`src/rtl/word_serializer_pkg.sv`:
```
// rtl/word_serializer_pkg.sv - shared types and constants for the word serializer
package word_serializer_pkg;

    typedef enum logic {
        IDLE  = 1'b0,
        SHIFT = 1'b1
    } state_t;

    localparam int BYTES_PER_WORD = 4;
    localparam int BYTE_W         = 8;
    localparam int WORD_W         = BYTES_PER_WORD * BYTE_W;
    localparam int IDX_W          = $clog2(BYTES_PER_WORD);

endpackage

```
`src/rtl/sync_fifo.sv`:
```
// rtl/sync_fifo.sv - single-clock FIFO with occupancy count, async active-high reset
module sync_fifo #(
    parameter int WIDTH = 32,
    parameter int DEPTH = 4
) (
    input  logic                     clk_i,
    input  logic                     reset_i,
    input  logic                     push_i,
    input  logic [WIDTH-1:0]         wdata_i,
    input  logic                     pop_i,
    output logic [WIDTH-1:0]         rdata_o,
    output logic                     full_o,
    output logic                     empty_o,
    output logic [$clog2(DEPTH):0]   count_o
);
    localparam int PTR_W = $clog2(DEPTH);

    logic [WIDTH-1:0] mem_q [DEPTH];
    logic [PTR_W-1:0] wr_ptr_q, wr_ptr_d;
    logic [PTR_W-1:0] rd_ptr_q, rd_ptr_d;
    logic [PTR_W:0]   count_q, count_d;
    logic             do_push, do_pop;

    assign full_o  = (count_q == (PTR_W+1)'(DEPTH));
    assign empty_o = (count_q == '0);
    assign count_o = count_q;
    assign rdata_o = mem_q[rd_ptr_q];

    // a full FIFO refuses pushes even when a pop happens on the same edge
    assign do_push = push_i && !full_o;
    assign do_pop  = pop_i && !empty_o;

    always_comb begin
        wr_ptr_d = wr_ptr_q;
        rd_ptr_d = rd_ptr_q;
        count_d  = count_q;
        if (do_push) wr_ptr_d = wr_ptr_q + PTR_W'(1);
        if (do_pop)  rd_ptr_d = rd_ptr_q + PTR_W'(1);
        if (do_push && !do_pop)      count_d = count_q + (PTR_W+1)'(1);
        else if (do_pop && !do_push) count_d = count_q - (PTR_W+1)'(1);
    end

    always_ff @(posedge clk_i or posedge reset_i) begin
        if (reset_i) begin
            wr_ptr_q <= '0;
            rd_ptr_q <= '0;
            count_q  <= '0;
        end else begin
            wr_ptr_q <= wr_ptr_d;
            rd_ptr_q <= rd_ptr_d;
            count_q  <= count_d;
        end
    end

    always_ff @(posedge clk_i) begin
        if (do_push) mem_q[wr_ptr_q] <= wdata_i;
    end
endmodule

```
`src/rtl/word_serializer.sv`:
```
// rtl/word_serializer.sv - buffers 32-bit words and emits them one byte per cycle
module word_serializer
    import word_serializer_pkg::*;
#(
    parameter int DEPTH     = 4,
    parameter bit MSB_FIRST = 1'b1
) (
    input  logic                    clk_i,
    input  logic                    reset_i,
    input  logic [WORD_W-1:0]       data_in_i,
    input  logic                    data_valid_i,
    output logic                    data_ready_o,
    output logic [BYTE_W-1:0]       byte_o,
    output logic                    byte_valid_o,
    input  logic                    byte_ready_i,
    output logic                    byte_last_o,
    output logic [$clog2(DEPTH):0]  fill_o
);
    localparam logic [IDX_W-1:0] LAST_IDX = IDX_W'(BYTES_PER_WORD - 1);

    logic [WORD_W-1:0] fifo_rdata;
    logic              fifo_full, fifo_empty, pop;

    state_t            state_q, state_d;
    logic [IDX_W-1:0]  idx_q, idx_d;
    logic [WORD_W-1:0] sr_q, sr_d;
    logic              valid_q, valid_d;
    logic              last_q, last_d;

    sync_fifo #(
        .WIDTH (WORD_W),
        .DEPTH (DEPTH)
    ) u_fifo (
        .clk_i   (clk_i),
        .reset_i (reset_i),
        .push_i  (data_valid_i),
        .wdata_i (data_in_i),
        .pop_i   (pop),
        .rdata_o (fifo_rdata),
        .full_o  (fifo_full),
        .empty_o (fifo_empty),
        .count_o (fill_o)
    );

    assign data_ready_o = !fifo_full;
    assign byte_valid_o = valid_q;
    assign byte_last_o  = last_q;
    // the current byte always sits at the outgoing end of the shift register
    assign byte_o       = MSB_FIRST ? sr_q[WORD_W-1 -: BYTE_W] : sr_q[BYTE_W-1:0];

    always_comb begin
        state_d = state_q;
        idx_d   = idx_q;
        sr_d    = sr_q;
        pop     = 1'b0;
        case (state_q)
            IDLE: begin
                if (!fifo_empty) begin
                    pop     = 1'b1;
                    sr_d    = fifo_rdata;
                    idx_d   = '0;
                    state_d = SHIFT;
                end
            end
            SHIFT: begin
                if (byte_ready_i) begin
                    if (idx_q == LAST_IDX) begin
                        // reload on the same edge so consecutive words have no bubble
                        if (!fifo_empty) begin
                            pop   = 1'b1;
                            sr_d  = fifo_rdata;
                        end else begin
                            sr_d    = '0;
                            state_d = IDLE;
                        end
                        idx_d = '0;
                    end else begin
                        idx_d = idx_q + IDX_W'(1);
                        sr_d  = MSB_FIRST ? (sr_q << BYTE_W) : (sr_q >> BYTE_W);
                    end
                end
            end
            default: state_d = IDLE;
        endcase
        valid_d = (state_d == SHIFT);
        last_d  = (state_d == SHIFT) && (idx_d == LAST_IDX);
    end

    always_ff @(posedge clk_i or posedge reset_i) begin
        if (reset_i) begin
            state_q <= IDLE;
            idx_q   <= '0;
            sr_q    <= '0;
            valid_q <= 1'b0;
            last_q  <= 1'b0;
        end else begin
            state_q <= state_d;
            idx_q   <= idx_d;
            sr_q    <= sr_d;
            valid_q <= valid_d;
            last_q  <= last_d;
        end
    end
endmodule

```
`config.mk`:
```
export PLATFORM = sky130hd
export DESIGN_NAME = word_serializer
export DESIGN_NICKNAME = d
export VERILOG_FILES = /design/src/rtl/word_serializer_pkg.sv /design/src/rtl/sync_fifo.sv /design/src/rtl/word_serializer.sv
export SDC_FILE = /design/constraint.sdc
export NUM_CORES = 1
export LEC_CHECK = 0
export CORE_MARGIN = 4
export CORE_UTILIZATION = 55
export CTS_CLUSTER_DIAMETER = 200
export CTS_CLUSTER_SIZE = 12
export DETAILED_ROUTE_END_ITERATION = 8
export DONT_BUFFER_PORTS = 1
export PLACE_DENSITY_LB_ADDON = 0.15
export SKIP_LAST_GASP = 1
export SYNTH_ARGS = -nofsm -noshare
export SYNTH_HDL_FRONTEND = slang
export SYNTH_SLANG_ARGS = --single-unit
```
`constraint.sdc`:
```
create_clock -name clk_i -period 2.9 [get_ports clk_i]
set_input_delay 0.435 -clock clk_i [delete_from_list [all_inputs] [get_ports clk_i]]
set_output_delay 0.435 -clock clk_i [all_outputs]
set_load 0.1 [all_outputs]
```
; ---- After elaboration in Yosys (flattened, before gate mapping)
; Memories as Yosys holds them, arrays and structs flattened.
; Cells that the tools add are included.
; W data, S select, Z words.
[totals]
wordCells = 51
inputBits = 36
n_memories = 1
ff_bits = 43
out_inout_bits = 14
mem_bits_rw = 128
[classes]
n_reduce_logical = 12
bitwise_logic = 1
add_sub_neg = 5
n_eq_ne = 5
muxes = 20
[memory_table]
columns = memory, words, word_bits, read_ports, rd_clocked_by_memory_dff, wr, line_no
row1 = u_fifo.mem_q, 4, 32, 1, 0, 1, sync_fifo.sv:18  ; logic [WIDTH-1:0] mem_q [DEPTH];
[op_table]
columns = op, n
row1 = $mux W32, 4
row2 = $pmux W32 S2, 1
row3 = $mux W1, 7
row4 = $add A2 B1 Y2 const B, 3
row5 = $mux W2, 3
row6 = $mux W3, 2
row7 = $logic_and A1 B1 Y1, 5
row8 = $eq A2 B2 Y1 const B, 2
row9 = $logic_not A1 Y1, 4
row10 = $ne A2 B2 Y1 const B, 2
row11 = $pmux W1 S2, 2
row12 = $pmux W2 S2, 1
row13 = $add A3 B1 Y3 const B, 1
row14 = $eq A3 B3 Y1 const B, 1
row15 = $logic_not A3 Y1, 1
row16 = $sub A3 B1 Y3 const B, 1
row17 = $reduce_and A2 Y1, 1
row18 = $reduce_bool A2 Y1, 1
row19 = $not A1 Y1, 1

; ---- Logic depth before layout (Yosys ltp)
[depth]
ltp_word = 9
depth_mapped = 12
mapped_depth_nobuf = 10

; ---- By module
; A second synthesis with hierarchy kept.
[hier_totals]
cells_unflattened = 345
area_unflattened_um2 = 6877.8
[by_module_without_submodules]
columns = mod, seq_area_each_um2, cells_each, area_per_inst_um2, instances
row1 = sync_fifo, 4018.9, 204, 5104.9, 1
row2 = word_serializer, 900.9, 141, 1773.0, 1

; ---- Worst setup path before layout
; OpenSTA, ideal clock, no wires.
[synth_timing]
kind = reg2reg
from = reg u_fifo.count_q[0] (netlist: u_fifo.count_o[0])
to = reg u_fifo.count_q[2] (netlist: u_fifo.count_o[2])
period_less_slack_ns = 2.861
path_buffers = 2
t_arrival_ns = 2.696
t_required_ns = 2.735
setup_ns = 0.165
stages_incl_launch_ff = 12
path_slack_ns = 0.039
path_cell_list = dfrtp_1 > or3_1 > and2_1 > buf_6 > buf_6 > inv_1 > ha_1 > inv_1 > fa_1 > xor2_1 > nor2_1 > xor2_1
[synth_via]
elab_chain_len = 9
elab_cells_between_ends = 19
classes_between = add/sub: 2 / eq/ne: 1 / mux: 6 / reduce/logical: 10
[synth_lines]
columns = element, line_no
row1 = "start, declared", sync_fifo.sv:21  ; logic [PTR_W:0] count_q, count_d;
row2 = "start signal, assigned", sync_fifo.sv:51  ; count_q <= count_d;
row3 = $logic_not A3 Y1, sync_fifo.sv:25  ; assign empty_o = (count_q == '0);
row4 = $mux W1, "word_serializer.sv:58, word_serializer.sv:69"
row5 = $mux W1, word_serializer.sv:67  ; if (idx_q == LAST_IDX) begin
row6 = $mux W1, word_serializer.sv:66  ; if (byte_ready_i) begin
row7 = $pmux W1 S2, word_serializer.sv:56  ; case (state_q)
row8 = $logic_and A1 B1 Y1, sync_fifo.sv:31  ; assign do_pop = pop_i && !empty_o;
row9 = $logic_not A1 Y1, sync_fifo.sv:39  ; if (do_push && !do_pop) count_d = count_q + (PTR_W+1)'(1);
row10 = $logic_and A1 B1 Y1, sync_fifo.sv:39
row11 = $mux W3 or $reduce_bool A2 Y1 (tied branches), n/a
; Several ways; a longest one is shown, not always the timed one. The select of a mux whose other input is x is not followed.
; A chain may end at the register's enable or synchronous reset.

; ---- Worst setup path in the final report
[layout_timing]
from = reg idx_q[0]
to = reg u_fifo.count_q[2] (netlist: u_fifo.count_o[2])
[layout_via]
elab_chain_len = 8
elab_cells_between_ends = 10
classes_between = eq/ne: 1 / mux: 4 / reduce/logical: 5
[layout_lines]
columns = element, line_no
row1 = "start, declared", word_serializer.sv:25  ; logic [IDX_W-1:0] idx_q, idx_d;
row2 = "start signal, assigned", word_serializer.sv:98  ; idx_q <= idx_d;
row3 = $eq A2 B2 Y1 *, word_serializer.sv:67
row4 = $mux W1 *, word_serializer.sv:67
row5 = $mux W1 *, word_serializer.sv:66
row6 = $pmux W1 S2 *, word_serializer.sv:56
row7 = $logic_and A1 B1 Y1 *, sync_fifo.sv:31
row8 = $logic_not A1 Y1, sync_fifo.sv:39
row9 = $logic_and A1 B1 Y1, sync_fifo.sv:39
row10 = $mux W3 or $reduce_bool A2 Y1 (tied branches), n/a
; Mark *: on every way between the ends. The rest lies on a longest branch, timed or not.

==> results.md <==
* Status: finished clean
* CTS Hold Bufs at 1
* CTS resizes at 0
* Vias in the first global route at 3366
* Synth top area cells: edfxtp_1 (57%), dfrtp_1 (16%), mux4_2 (11%)
* Critical Path RT at 3.23 ns
* Routed len/inst at 23.4 um
* Fmax at 433 MHz
* Setup_tns at 0 ns
* Layout area overhead at 11.1%
* Root Buffer: clkbuf_16
* Num CTS Buffers at 17
* Via count at 3182
* Count of cell types in the netlist at 34
* Layout cells sized above 1 at between 20 and 25%
* First-pass GRT wire length at 18900 um
* Vias per inst at 6.31
* GP Congestion at 0.731
* Worst path buffer plus inverter count at 2
* Cell family with most CP delay: adder cells
* Path type of the worst min-delay path: input port to flop
* Register-to-Register Setup Slack at 0.59 ns
* Post-CTS Setup Bufs at 0
* Die area at ~0.014 sq mm
* Final Hold Fails at 0
* # rows at 40
* Critical path class: flop to flop
* Mean Syn Cell Area at 20.0 sq um
* Post-DP HPWL at 7350 um
* All-Layer GR Usage at 18.0%
* Port bufs at 0
* Final min period at approximately 2.3 ns
* # IOs at 50
* Slew HR at between 30% and 40%
* Clk buf depth at 2
* Post-synthesis sequential area ratio at 73.1%
* RSZ-0062 raised after global routing: no
* Number of H-tree levels at 4
* CTS tree: built
* TritonRoute pass-1 iters at 6
* Reg clk slew, reported paths at 0.06 ns
* Initial core utilization at 56.0%
* Worst clock skew at 0.0137 ns
* Cells along the critical path: ha_1 > a21bo_2 > and2_1 > inv_1 > ha_1 > inv_1 > fa_1 > xor2_1 > nor2_1 > xor2_1
* Final WL at 11800 um
* Post-synth top area share at 57.1%
* Leakage at 2.72 nW
* Fin crit share at roughly 80%
* Post-synthesis cell count at 336
* Area leader, netlist: edfxtp_1
* Core Region at 0.0120 sq mm
* Clk_lat worst skew at 0.42 ns
* Largest net degree at the start of global routing at 34
* Yosys Warn Count at 0
* Worst Max-Slew Pin Slew at 0.921 ns
* Num Clock Sinks at 171
* Number of max-cap violations at 0
* Crit path max fanout at 5
* Slowest stage cell, crit path: dfrtp_1
* Slowest stage delay, CP at 0.43 ns
* CP Launch Type: flop
* # DRC at 0
* #FFs+latches synth at 171
* # diodes at 0
* Critical Path Sink Type: flop
* Final nets at 387
* Arr. time, crit path at 2.64 ns
* VDD IR max at 0.554 mV
* Post-synthesis cell area at 0.00673 sq mm
* Grt ovf at 0
* DRT iter0 DRCs at slightly below 300
* Antenna viol nets, final at 0
* Util after Layout at 62.2%
* Final setup violation count at 0
* Post-Syn Nets at 379
* Initial antenna violation count at 0
* Die X at around 120 um
* PD cells at between 1000 and 1500 mW/mm^2
* Die Y at roughly 120 um
* Max-slew violation count at 0
-- Yosys cell counts --
cell      instances
edfxtp_1        128
dfrtp_1          43
mux4_2           32
a221o_1          24
and4b_1          24
clkbuf_1         11
a22o_1            8
buf_4             8
buf_2             6
ha_1              6
and2_1            5
buf_6             5
inv_1             5
nand2_1           4
xnor2_1           4
mux2_2            2
nor2_1            2
o21ai_0           2
xor2_1            2
a211o_1           1
a21bo_2           1
a21boi_0          1
a21boi_1          1
a32o_1            1
buf_1             1
clkbuf_2          1
fa_1              1
nand3_1           1
nand3b_1          1
nor2b_1           1
nor3_1            1
nor4_1            1
or2_1             1
or3_1             1
-- cell type report --
type | instances | area, sq um
clock buffer | 17 | 425
timing repair buffer | 21 | 198
multi-input combinational | 128 | 1590
clock inverter | 15 | 131
fill | 822 | 4540
sequential | 171 | 4920
inverter | 5 | 18.8
tap | 147 | 184
-- report_power, final --
group | switching [W] | internal, W | leakage [nW]
clock network | 0.000871 | 0.00125 | 0.279
registers | 0.000752 | 0.00330 | 1.73
logic | 0.00111 | 0.000975 | 0.719
total | 0.00274 | 0.00552 | 2.72
-- worst paths after layout --
path | from | end | cells past startpoint
setup / recovery | idx_q[0]$_DFF_PP0_ | u_fifo.count_o[2]$_DFFE_PP0P_ | 10
hold / removal | data_in_i[13] | u_fifo.mem_q[0][13]$_DFFE_PP_ | 0
setup reg to reg | idx_q[0]$_DFF_PP0_ | u_fifo.count_o[2]$_DFFE_PP0P_ | 10
hold reg to reg | sr_q[2]$_DFFE_PP0P_ | sr_q[2]$_DFFE_PP0P_ | 1
max in group asynchronous | reset_i | u_fifo.rd_ptr_q[1]$_DFFE_PP0P_ | 3
min in group asynchronous | reset_i | sr_q[28]$_DFFE_PP0P_ | 2
-- layout by cell type, fill, tap and decap left out, drive strengths merged, types with 4 or more instances in the layout --
cell	instances
nand2	4
mux4	32
ha	6
xnor2	4
a22o	8
and2	5
a221o	24
dfrtp	43
buf	20
and4b	24
clkinv	12
edfxtp	128
inv	5
clkbuf	17
-- per-layer routing --
layer / GRT usage [%] / part of all wire, %
met5: 0 / 0
met4: 6.08 / 1.5
met2: 28.3 / 50
met1: 23.3 / 42
met3: 6.60 / 6.3
-- per-stage QoR --
stage / worst slack [ns] / instance area (sq um) / hold WS (ns) / std cells / total power [W]
after CTS: 0.571 / 7470 / 0.0847 / 504 / 0.00836
after floorplan: 0.0390 / 6730 / 0.465 / 336 / 0.00572
final: 0.591 / 7470 / 0.102 / 504 / 0.00826
after global placement: 0.719 / 6900 / 0.320 / 471 / 0.00619
after detailed placement: 0.632 / 6900 / 0.325 / 471 / 0.00623
after global routing: 0.449 / 7470 / 0.0782 / 504 / 0.00865
-- logic make-up (layout without fill, tap and decap cells) --
kind of cell,count (synthesis),after routing,synth area share [%]
flops,171,171,73.1
simple gates,42,42,5.00
compound gates,39,39,5.41
buf+inv,37,58,3.20
mux,34,34,11.0
fa+ha+maj,7,7,1.41
xor+xnor,6,6,0.781
-- sequential cells by signal, summed over array words and instances (netlist names) --
name and cells:
byte_last_o 1, byte_valid_o 1, idx_q 2, sr_q 32, u_fifo.count_o 3, u_fifo.mem_q 128, u_fifo.rd_ptr_q 2, u_fifo.wr_ptr_q 2
No activity file was read; power rests on OpenSTA's default activity.
